<file path="src/rtl/usb_tx_pkg.sv">
// Types and defaults shared by the CRC16 transmit arbiter and its round-robin picker.
package usb_tx_pkg;

    localparam int PKT_W_DEFAULT = 72;

    typedef enum logic [1:0] {
        IDLE,
        LOAD,
        WAIT_DONE,
        COOLDOWN
    } arb_state_t;

    typedef enum logic {
        OK,
        ERR
    } outcome_t;

endpackage

</file>
<file path="src/rtl/rr_arbiter.sv">
// Combinational round-robin picker: first set request searching upward from last_ptr+1, wrapping.
module rr_arbiter #(
    parameter  int NUM_REQ = 2,
    localparam int IDX_W   = $clog2(NUM_REQ)
) (
    input  logic [NUM_REQ-1:0] req,
    input  logic [IDX_W-1:0]   last_ptr,
    output logic               any_req,
    output logic [IDX_W-1:0]   winner
);

    logic [IDX_W-1:0] idx;

    always_comb begin
        any_req = 1'b0;
        winner  = '0;
        idx     = '0;
        for (int k = 1; k <= NUM_REQ; k++) begin
            idx = IDX_W'((int'(last_ptr) + k) % NUM_REQ);
            if (!any_req && req[idx]) begin
                any_req = 1'b1;
                winner  = idx;
            end
        end
    end

endmodule

</file>
<file path="src/rtl/crc16_tx_arbiter.sv">
// Shares one CRC16 encoder between NUM_REQ packet requesters: arbitrates, loads the packet,
// tracks the transfer to completion or timeout, then holds off for an inter-packet gap.
//
// state     | meaning
// IDLE      | arbitrating; winner's packet captured on the edge
// LOAD      | one-cycle start pulse to the encoder, gnt to the owner
// WAIT_DONE | encoder busy; timeout counter running
// COOLDOWN  | GAP-cycle gap; done/err reported in the first cycle
module crc16_tx_arbiter
    import usb_tx_pkg::*;
#(
    parameter int NUM_REQ = 2,
    parameter int PKT_W   = PKT_W_DEFAULT,
    parameter int TIMEOUT = 200,
    parameter int GAP     = 2
) (
    input  logic                     clock,
    input  logic                     reset,
    input  logic [NUM_REQ-1:0]       req,
    input  logic [NUM_REQ*PKT_W-1:0] pkt_in,
    output logic [NUM_REQ-1:0]       gnt,
    output logic [NUM_REQ-1:0]       done,
    output logic [NUM_REQ-1:0]       err,
    output logic                     enc_pkt_ready,
    output logic [PKT_W-1:0]         enc_pkt,
    input  logic                     enc_done,
    output logic                     enc_abort,
    output logic                     busy
);

    localparam int IDX_W = $clog2(NUM_REQ);
    localparam int CNT_W = $clog2(TIMEOUT + 1);
    localparam int GAP_W = $clog2(GAP + 1);
    localparam logic [CNT_W-1:0] TO_LAST  = CNT_W'(TIMEOUT - 1);
    localparam logic [GAP_W-1:0] GAP_LAST = GAP_W'(GAP - 1);

    arb_state_t       state, state_nxt;
    logic [IDX_W-1:0] last_ptr, owner, winner;
    logic             any_req;
    logic [PKT_W-1:0] pkt_hold;
    logic [CNT_W-1:0] to_cnt;
    logic [GAP_W-1:0] gap_cnt;
    outcome_t         outcome;
    logic [PKT_W-1:0] pkt_arr [NUM_REQ];

    for (genvar i = 0; i < NUM_REQ; i++) begin : g_slot
        assign pkt_arr[i] = pkt_in[i*PKT_W +: PKT_W];
    end

    rr_arbiter #(.NUM_REQ(NUM_REQ)) u_rr (
        .req      (req),
        .last_ptr (last_ptr),
        .any_req  (any_req),
        .winner   (winner)
    );

    always_ff @(posedge clock or posedge reset) begin
        if (reset) begin
            state    <= IDLE;
            last_ptr <= IDX_W'(NUM_REQ - 1);
            owner    <= '0;
            pkt_hold <= '0;
            to_cnt   <= '0;
            gap_cnt  <= '0;
            outcome  <= OK;
        end else begin
            state <= state_nxt;
            unique case (state)
                IDLE: begin
                    if (any_req) begin
                        pkt_hold <= pkt_arr[winner];
                        owner    <= winner;
                        last_ptr <= winner;
                    end
                end
                LOAD: begin
                    to_cnt <= '0;
                end
                WAIT_DONE: begin
                    to_cnt  <= to_cnt + 1'b1;
                    gap_cnt <= '0;
                    if (enc_done) begin
                        outcome <= OK;
                    end else if (to_cnt == TO_LAST) begin
                        outcome <= ERR;
                    end
                end
                COOLDOWN: begin
                    gap_cnt <= gap_cnt + 1'b1;
                end
                default: ;
            endcase
        end
    end

    always_comb begin
        state_nxt     = state;
        gnt           = '0;
        done          = '0;
        err           = '0;
        enc_pkt_ready = 1'b0;
        enc_pkt       = '0;
        enc_abort     = 1'b0;
        busy          = (state != IDLE);
        unique case (state)
            IDLE: begin
                if (any_req) state_nxt = LOAD;
            end
            LOAD: begin
                state_nxt     = WAIT_DONE;
                enc_pkt_ready = 1'b1;
                gnt[owner]    = 1'b1;
                enc_pkt       = pkt_hold;
            end
            WAIT_DONE: begin
                enc_pkt = pkt_hold;
                // A completion landing on the last allowed cycle beats the timeout, so
                // the abort has to be qualified by enc_done in the same cycle.
                if (enc_done) begin
                    state_nxt = COOLDOWN;
                end else if (to_cnt == TO_LAST) begin
                    state_nxt = COOLDOWN;
                    enc_abort = 1'b1;
                end
            end
            COOLDOWN: begin
                if (gap_cnt == '0) begin
                    if (outcome == OK) done[owner] = 1'b1;
                    else               err[owner]  = 1'b1;
                end
                if (gap_cnt == GAP_LAST) state_nxt = IDLE;
            end
            default: state_nxt = IDLE;
        endcase
    end

endmodule

</file>
<file path="config.mk">
export PLATFORM = sky130hd
export DESIGN_NAME = crc16_tx_arbiter
export DESIGN_NICKNAME = d
export VERILOG_FILES = /design/src/rtl/usb_tx_pkg.sv /design/src/rtl/rr_arbiter.sv /design/src/rtl/crc16_tx_arbiter.sv
export SDC_FILE = /design/constraint.sdc
export NUM_CORES = 1
export LEC_CHECK = 0
export ABC_AREA = 1
export BUFFER_PORTS_ARGS = -buffer_cell sky130_fd_sc_hd__clkbuf_2
export CORE_UTILIZATION = 45
export CTS_BUF_LIST = sky130_fd_sc_hd__clkbuf_16
export DETAILED_ROUTE_END_ITERATION = 12
export PLACE_DENSITY = 0.79
export SLEW_MARGIN = 30
export SYNTH_ARGS = -nofsm -noshare
export SYNTH_HDL_FRONTEND = slang
export SYNTH_SLANG_ARGS = --single-unit
</file>
<file path="constraint.sdc">
create_clock -name clock -period 3.4 [get_ports clock]
set_input_delay 0.17 -clock clock [delete_from_list [all_inputs] [get_ports clock]]
set_output_delay 0.17 -clock clock [all_outputs]
set_load 0.1 [all_outputs]
</file>
### Word-level counts from Yosys, hierarchy flattened

Cells that the tools add are included.

* add/sub/neg operators: 4
* magnitude comparators: 5
* equal/unequal tests: 8
* multiplexer cells: 34
* bitwise operators: 1
* reductions and logical operators: 13

Operators by type and width (number)
* $mux 72: 4
* $mux 2: 11
* $pmux 8 s2: 1
* $mux 1: 15
* $add 8x1->8 const B: 1
* $eq 8x8->1 const B: 1
* $pmux 2 s4: 1
* $reduce_bool 2->1: 4
* $lt 1x2->1 const B: 3
* $eq 2x1->1 const B: 2
* $eq 2x2->1 const B: 2
* $logic_not 2->1: 2
* $ne 2x2->1 const B: 2
* $pmux 2 s2: 1
* $reduce_and 2->1: 2
* $ne 3x3->1 const B: 1
* $reduce_and 3->1: 1
* $add 1x1->1 const B: 2
* $add 2x1->2 const B: 1
* $ge 2x2->1 const B: 1
* $logic_and 1x1->1: 2
* $not 1->2: 1
* $reduce_or 2->1: 1
* $demux 1 s1: 1
* other kinds (2): 2

* flip-flop bits (word level): 87
* input bits: 149
* output and inout bits: 81
* logic and storage cells: 72

### Longest topological paths before layout

Gate-level depths: netlist of run 1.

* depth after elaboration: 11
* gate-level depth with buffers: 9
* depth with buffers taken out: 8

### By module

From an unflattened synthesis of run 1, not the netlist that was laid out.

* cell total of the unflattened synthesis: 667
* area total of the unflattened synthesis: 5416.4 um^2

By module, submodules not included
* crc16_tx_arbiter: times used 1, cells an instance 664, area an instance 5401.4 um^2, sequential area each 2178.3 um^2
* rr_arbiter: times used 1, cells an instance 3, area an instance 15.0 um^2, sequential area each 0.0 um^2

### Least setup slack after synthesis of run 1

Ideal clock, no wire load.

* path kind: register -> output
* start point: reg state[1]
* end point: out gnt[0]
* data arrival time: 2645 ps
* required time: 3230 ps
* setup slack: 585 ps
* stages on the path, launching flop included: 5
* path buffers: 0
* cell sequence: dfrtp_1 inv_1 ha_1 inv_1 nor2_1

* word-level cells in the longest chain between the ends: 2

RTL lines
* start: declaration: line crc16_tx_arbiter.sv:37 `arb_state_t state, state_nxt;`
* start signal: assignment: line crc16_tx_arbiter.sv:67 `state <= state_nxt;`
* $eq 2x1->1: line crc16_tx_arbiter.sv:105 `unique case (state)`
* $mux 2: line crc16_tx_arbiter.sv:105
* end: declaration: line crc16_tx_arbiter.sv:21 `output logic [NUM_REQ-1:0] gnt,`

Every way passes these cells.

### Worst setup path after layout of run 1

* start point: reg state[0]
* end point: out enc_pkt[48]

* word-level cells in the longest chain between the ends: 3
* elaborated cells between the ends (all ways): 4
* classes of those cells: eq/ne: 2; mux: 1; reduce/logical: 1

RTL lines
* $eq 2x2->1 or $eq 2x1->1 (tied branches): line crc16_tx_arbiter.sv:105
* $reduce_or 2->1 (no line) *
* $mux 72 *: line crc16_tx_arbiter.sv:105
* end: declaration: line crc16_tx_arbiter.sv:25 `output logic [PKT_W-1:0] enc_pkt,`

Every way passes the cells marked *; elsewhere a longest branch is shown, timed or not.

==> impl_metrics.yaml, run 1 <==
run_status:
  status: "finished, final reports clean"
critical_path:
  start_kind: "flop"
  worstSetupEndpointType: "primary output"
  arrival_ps: 2540
  r2r_slack_ps: 1160
  r2r_end: "to_cnt[6]"
  critPathKind: "reg2out"
  r2r_start: "state[0]"
  worstRegToRegCells: 8
  crit_fanout: 47
  required_ps: 3230
sta:
  final-hold-violation-count: 0
  slew_headroom_pct: 40.3
  finalCriticalPeriod_ps: 2710
  rsz0062_at_grt: "false"
  fmax_mhz: 369
  final.period_utilization_pct: 79.7
  worst-slew-pin-transition_ps: 895
  finalSetupViolCount: 0
  setup_tns_ps: 0
  drv_slew: 0
  skew_ps: 7.94
global_routing:
  grt_max_degree: 73
  antenna_found_initial: 0
  grt_pass1_vias: 4496
  overflow: 0
  track_usage_pct: 22.4
  grt_pass1_wl_mm: 19.9
die:
  rows: 36
  ios: 230
  dieArea_um2: 10900
  start_util_pct: 47.3
  coreArea_um2: 9950
  die_y_um: 104
  die_w_um: 104
clock_network:
  post-cts-setup-buffer-count: 0
  h-tree-depth: 3
  post_cts_resized: 0
  clk_path_buf_depth: 2
  cts_root_buf: "clkbuf_16"
  cts_tree: "done"
  clock-sinks: 87
  cts_buffers: 9
  clkSlewWorstSetupHoldPaths_ps: 70
  clock_latency_ps: 330
synth:
  synth_compound_area_share_pct: 10.8
  syn_inst: 667
  synth-seq-cells: 87
  syn_area_per_cell_um2: 7.06
  synth_area_um2: 4710
  synth-simple-area-share_pct: 29.4
  synth_top_family_by_area: "simple AND/OR/NAND/NOR gates"
  synth.distinct_cells: 24
  ys_warn_count: 0
  ys_seq_area_share_pct: 46.2
  yosys.area_share.adder_pct: 1.86
  syn-num-nets: 823
  yosys.area_share.xor_xnor_pct: 0
  synth_mux_area_share_pct: 0
cells_and_area:
  final_nets: 1033
  layout_common_cells: "nand2_1, clkbuf_2, nor2_1"
  insertedDiodeCount: 0
  fillers: 919
  area_growth_pct: 32.9
  layout.cells.most_common: "nand2_1"
  final_util_pct: 62.9
  drive_gt1_share_pct: 29.1
route:
  vias: 4830
  wl_per_cell_um: 11.8
  dr.pass1.iters: 5
  drc_errors: 0
  drtIter0Drc: 261
  routed_wirelength_mm: 12.0
  ant_nets: 0
  vias_per_cell: 4.76
min_path:
  hold_class: "in2reg"
  min_to: "pkt_hold[18]"
  min_path_cells: 3
  worstHoldStart: "pkt_in[90]"
placement:
  gp_congestion: 0.817
  port_buffers: 229
  hpwlAfterDp_mm: 8.62
flow_run:
  maxCapViolCount: 0
==> per-layer routing <==
| layer | global-route usage [%] | share of wire, % | wire (um) |
|---|---|---|---|
| met5 | 0 | 0 | 0 |
| met4 | 7.24 | 1.4 | 170 |
| met3 | 3.76 | 6.6 | 790 |
| met2 | 39.7 | 48 | 5800 |
| met1 | 27.4 | 44 | 5240 |
==> synthesized netlist by cell type (all sizes together) <==
library cell | n | area share (%)
a31oi | 72 | 9.6
a21boi | 1 | 0.16
o21ai | 4 | 0.42
nand4 | 2 | 0.27
buf | 36 | 4.1
dfstp | 1 | 0.56
dfrtp | 86 | 46
a21oi | 4 | 0.42
nor3 | 5 | 0.53
nand2 | 246 | 20
clkbuf | 2 | 0.16
ha | 7 | 1.9
nand3 | 9 | 0.96
a22o | 1 | 0.19
nor3b | 1 | 0.16
inv | 94 | 7.5
nor2 | 96 | 7.9
==> timing repair <==
action | in CTS | in global routing
endpoints found under the hold margin | 42 | 0
setup endpoints to repair | 0 | 0
hold buffers | 1 | 0
==> cell type report <==
cell class                      count  area (um^2)  area share (%)
Clock buffer                        9          225            3.60
Clock inverter                      7          106            1.70
Inverter                           94          354            5.66
Multi-Input combinational cell    448         1980            31.7
Sequential cell                    87         2180            34.8
Tap cell                          133          166            2.66
Timing Repair Buffer              237         1250            19.9
==> worst max-delay path, cell delays in order, from the launching register on <==
cell      delay, ps
dfrtp_1         410
inv_1            90
ha_2            790
buf_12          300
nand2_1         110
inv_1            60
clkbuf_2        440
==> metrics by stage <==
step	std cells	worst slack, ps	hold WS [ps]	cell area, um^2
floorplan	667	585	316	4710
CTS	1015	696	54.7	6260
detailed placement	998	1060	316	5920
global placement	998	1080	303	5920
global route	1015	576	71.9	6260
finish	1015	691	65.8	6260
==> flip-flops by register name (all words and copies together), names as in the netlist <==
name / count
gap_cnt: 2
last_ptr: 1
outcome: 1
owner: 1
pkt_hold: 72
state: 2
to_cnt: 8
==> kinds of logic (layout without fill, tap and decap cells) <==
logic type                 after synthesis  after routing
AOI/OAI and AO/OA                       82             82
adders and majority gates                7              7
buffers and inverters                  132            347
DFF                                     87             87
and+or+nand+nor                        359            359
==> worst max-delay path by stage <==
| stage | from | to | slack [ps] | depth (start not counted) |
|---|---|---|---|---|
| after detailed placement | state[1] | enc_pkt[48] | 1060 | 6 |
| after CTS | state[0] | enc_pkt[48] | 700 | 6 |
| after floorplan | state[1] | gnt[0] | 580 | 4 |
| after global routing | state[1] | enc_pkt[48] | 580 | 6 |
| after global placement | state[1] | enc_pkt[48] | 1080 | 6 |
| final | state[0] | enc_pkt[48] | 690 | 6 |
Power of run 1 is left out: the tool's default activity adds up to more than one toggle a clock period on the data nets, which glitch-free logic cannot reach.
==> run 2, diff against run 1 <==
--- a/config.mk
+++ b/config.mk
@@ -5,12 +5,12 @@
 export SDC_FILE = /design/constraint.sdc
 export NUM_CORES = 1
 export LEC_CHECK = 0
-export ABC_AREA = 1
+export ABC_AREA = 0
 export BUFFER_PORTS_ARGS = -buffer_cell sky130_fd_sc_hd__clkbuf_2
-export CORE_UTILIZATION = 45
+export CORE_UTILIZATION = 42
 export CTS_BUF_LIST = sky130_fd_sc_hd__clkbuf_16
 export DETAILED_ROUTE_END_ITERATION = 12
-export PLACE_DENSITY = 0.79
+export PLACE_DENSITY = 0.78
 export SLEW_MARGIN = 30
 export SYNTH_ARGS = -nofsm -noshare
 export SYNTH_HDL_FRONTEND = slang
==> constraint.sdc (replaced) <==
create_clock -name clock -period 2.21 [get_ports clock]
set_input_delay 0.1105 -clock clock [delete_from_list [all_inputs] [get_ports clock]]
set_output_delay 0.1105 -clock clock [all_outputs]
set_load 0.1 [all_outputs]
==> run 2 against run 1 <==
Compared with the run above:
- final cell count shrank 16%
- hold slack lost 13 ps
- die area grew 7.0%
- non-clock buffer count grew 3
- critical path type unchanged
- critical endpoint is now enc_abort
- highest routed layer unchanged
==> impl_metrics.yaml, run 2 <==
run_status:
  status: "finished, final reports clean"
sta:
  rsz0062_at_grt: "false"
  fmax_mhz: 481
  skew_ps: 10.1
  finalCriticalPeriod_ps: 2080
  drv_slew: 0
  final.period_utilization_pct: 94.1
  hold_ws_ps: 53.1
  finalSetupViolCount: 0
  slew_headroom_pct: 56.8
  final-hold-violation-count: 0
  worst-slew-pin-transition_ps: 645
critical_path:
  slowest_delay_ps: 460
  worstSetupEndpointType: "primary output"
  required_ps: 2100
  r2r_slack_ps: 510
  path_buf_inv: 2
  cp_top_family: "buffers and inverters"
  critPathKind: "reg2out"
  start_kind: "flop"
  arrival_ps: 1970
  crit_chain: "inv_1 > ha_2 > nand2b_1 > nor2_1 > clkbuf_2"
  crit_fanout: 14
  slowest_stage: "clkbuf_2"
route:
  vias_per_cell: 4.94
  dr.pass1.iters: 4
  drtIter0Drc: 163
  ant_nets: 0
  routed_wirelength_mm: 12.2
  wl_per_cell_um: 14.3
  vias: 4207
  drc_errors: 0
global_routing:
  grt_pass1_wl_mm: 20.0
  track_usage_pct: 21.9
  antenna_found_initial: 0
  overflow: 0
  grt_max_degree: 81
  grt_pass1_vias: 4267
synth:
  synthFlopType: "dfrtp_1"
  ys_seq_area_share_pct: 46.2
  yosys-top-cells-count: "dfrtp_1, nand2_1, and2_1, mux2i_1, o21ai_0"
  synth_top_area_share_pct: 45.7
  synth-seq-cells: 87
  syn-num-nets: 645
  netlist_top_cells_area: "dfrtp_1, mux2i_1, and2_1, nand2_1, o21ai_0"
  syn_inst: 489
  yosysMostFrequentCell: "dfrtp_1"
  synth_area_leader_cell: "dfrtp_1"
  ys_warn_count: 0
  synth_enable_flop_cells: 0
  synth_area_um2: 4710
  synth.distinct_cells: 36
  syn_area_per_cell_um2: 9.63
  synthArstFlopShare_pct: 100
cells_and_area:
  layout.cells.most_common: "clkbuf_2"
  layout_common_cells: "clkbuf_2, dfrtp_1, nand2_1"
  largest-register: "pkt_hold"
  seqCellArea_um2: 2180
  fillers: 842
  multi_input_area_um2: 2310
  area_growth_pct: 56.6
  insertedDiodeCount: 0
  drive_gt1_share_pct: 37.1
  top_regs: "pkt_hold (72), to_cnt (8)"
  final_nets: 862
  largest_register_ffs: 72
placement:
  port_buffers: 229
  gp_congestion: 0.836
  hpwlAfterDp_mm: 9.54
die:
  rows: 38
  dieArea_um2: 11600
  die_w_um: 108
  start_util_pct: 43.3
  die_y_um: 108
  ios: 230
  coreArea_um2: 10900
min_path:
  hold_class: "in2reg"
clock_network:
  post-cts-setup-buffer-count: 0
  cts_root_buf: "clkbuf_16"
  h-tree-depth: 3
  clock-sinks: 87
  clk_path_buf_depth: 2
  cts_tree: "done"
  clock_latency_ps: 330
  clkSlewWorstSetupHoldPaths_ps: 60
  cts_buffers: 9
flow_run:
  maxCapViolCount: 0
## run 2: cell types whose count changed after synthesis, sizes merged, moves of 3 or more
cell | before | now
a21oi | 4 | 7
a31oi | 72 | 2
and2 | 0 | 74
buf | 36 | 15
clkbuf | 2 | 19
inv | 94 | 10
mux2i | 0 | 72
nand2 | 246 | 79
nand3 | 9 | 6
nor2 | 96 | 4
nor2b | 0 | 4
nor3b | 1 | 4
o21ai | 4 | 79
## run 2: worst paths after layout
path | cells after the start | endpoint | startpoint
worst max-delay path | 5 | enc_abort | state[0]
worst min-delay path | 3 | pkt_hold[50] | pkt_in[50]
worst max register to register | 6 | to_cnt[7] | state[1]
worst min register to register | 2 | pkt_hold[24] | pkt_hold[24]
max in group asynchronous | 4 | pkt_hold[56] | reset
min in group asynchronous | 4 | pkt_hold[10] | reset
## run 2: layout make-up
type / instances / share of cell area [%]
Timing Repair Buffer: 240 / 32.2
Multi-Input combinational cell: 358 / 31.4
Sequential cell: 87 / 29.5
Clock buffer: 9 / 3.05
Tap cell: 140 / 2.37
Clock inverter: 7 / 0.899
Inverter: 10 / 0.560
## run 2: logic make-up (layout without fill, tap and decap cells)
| logic type | count (synthesis) | in the layout | synth area share, % |
|---|---|---|---|
| compound gates | 94 | 94 | 10.6 |
| xor+xnor | 1 | 1 | 0.186 |
| fa+ha+maj | 7 | 7 | 1.86 |
| buf+inv | 44 | 266 | 5.44 |
| flops | 87 | 87 | 46.2 |
| mux | 74 | 74 | 15.9 |
| simple gates | 182 | 182 | 19.8 |
## run 2: timing repair
item                                    CTS  global route
hold buffers                              2             0
endpoints found under the setup margin    0            52
hold endpoints to repair                 87             0
resized for setup                         0             2
## run 2: metal layers
layer	share of wire, %	routed length [um]	GRT usage (%)
met5	0	0	0
met4	2.0	242	7.14
met3	4.9	594	4.90
met2	54	6620	39.7
met1	39	4700	25.5
## run 2: worst reg2reg max path: stages (launching register included)
cell and delay [ps]:
dfrtp_1 400, inv_1 100, ha_4 440, nand3_1 140
nor3_1 270, xnor2_1 180, nor2_1 60
## run 2: through the flow
stage | cell area (um^2) | utilization, % | setup TNS [ps] | cells | setup slack (ps)
final | 7380 | 67.8 | 0 | 851 | 130
after global routing | 7380 | 67.8 | 0 | 851 | 41.5
after CTS | 7370 | 67.7 | 0 | 851 | 4.06
after detailed placement | 7050 | 64.8 | 0 | 833 | 317
after global placement | 7050 | 64.8 | 0 | 833 | 471
after floorplan | 4720 | - | -2280 | 489 | -827
Power of run 2 is left out for the same reason.
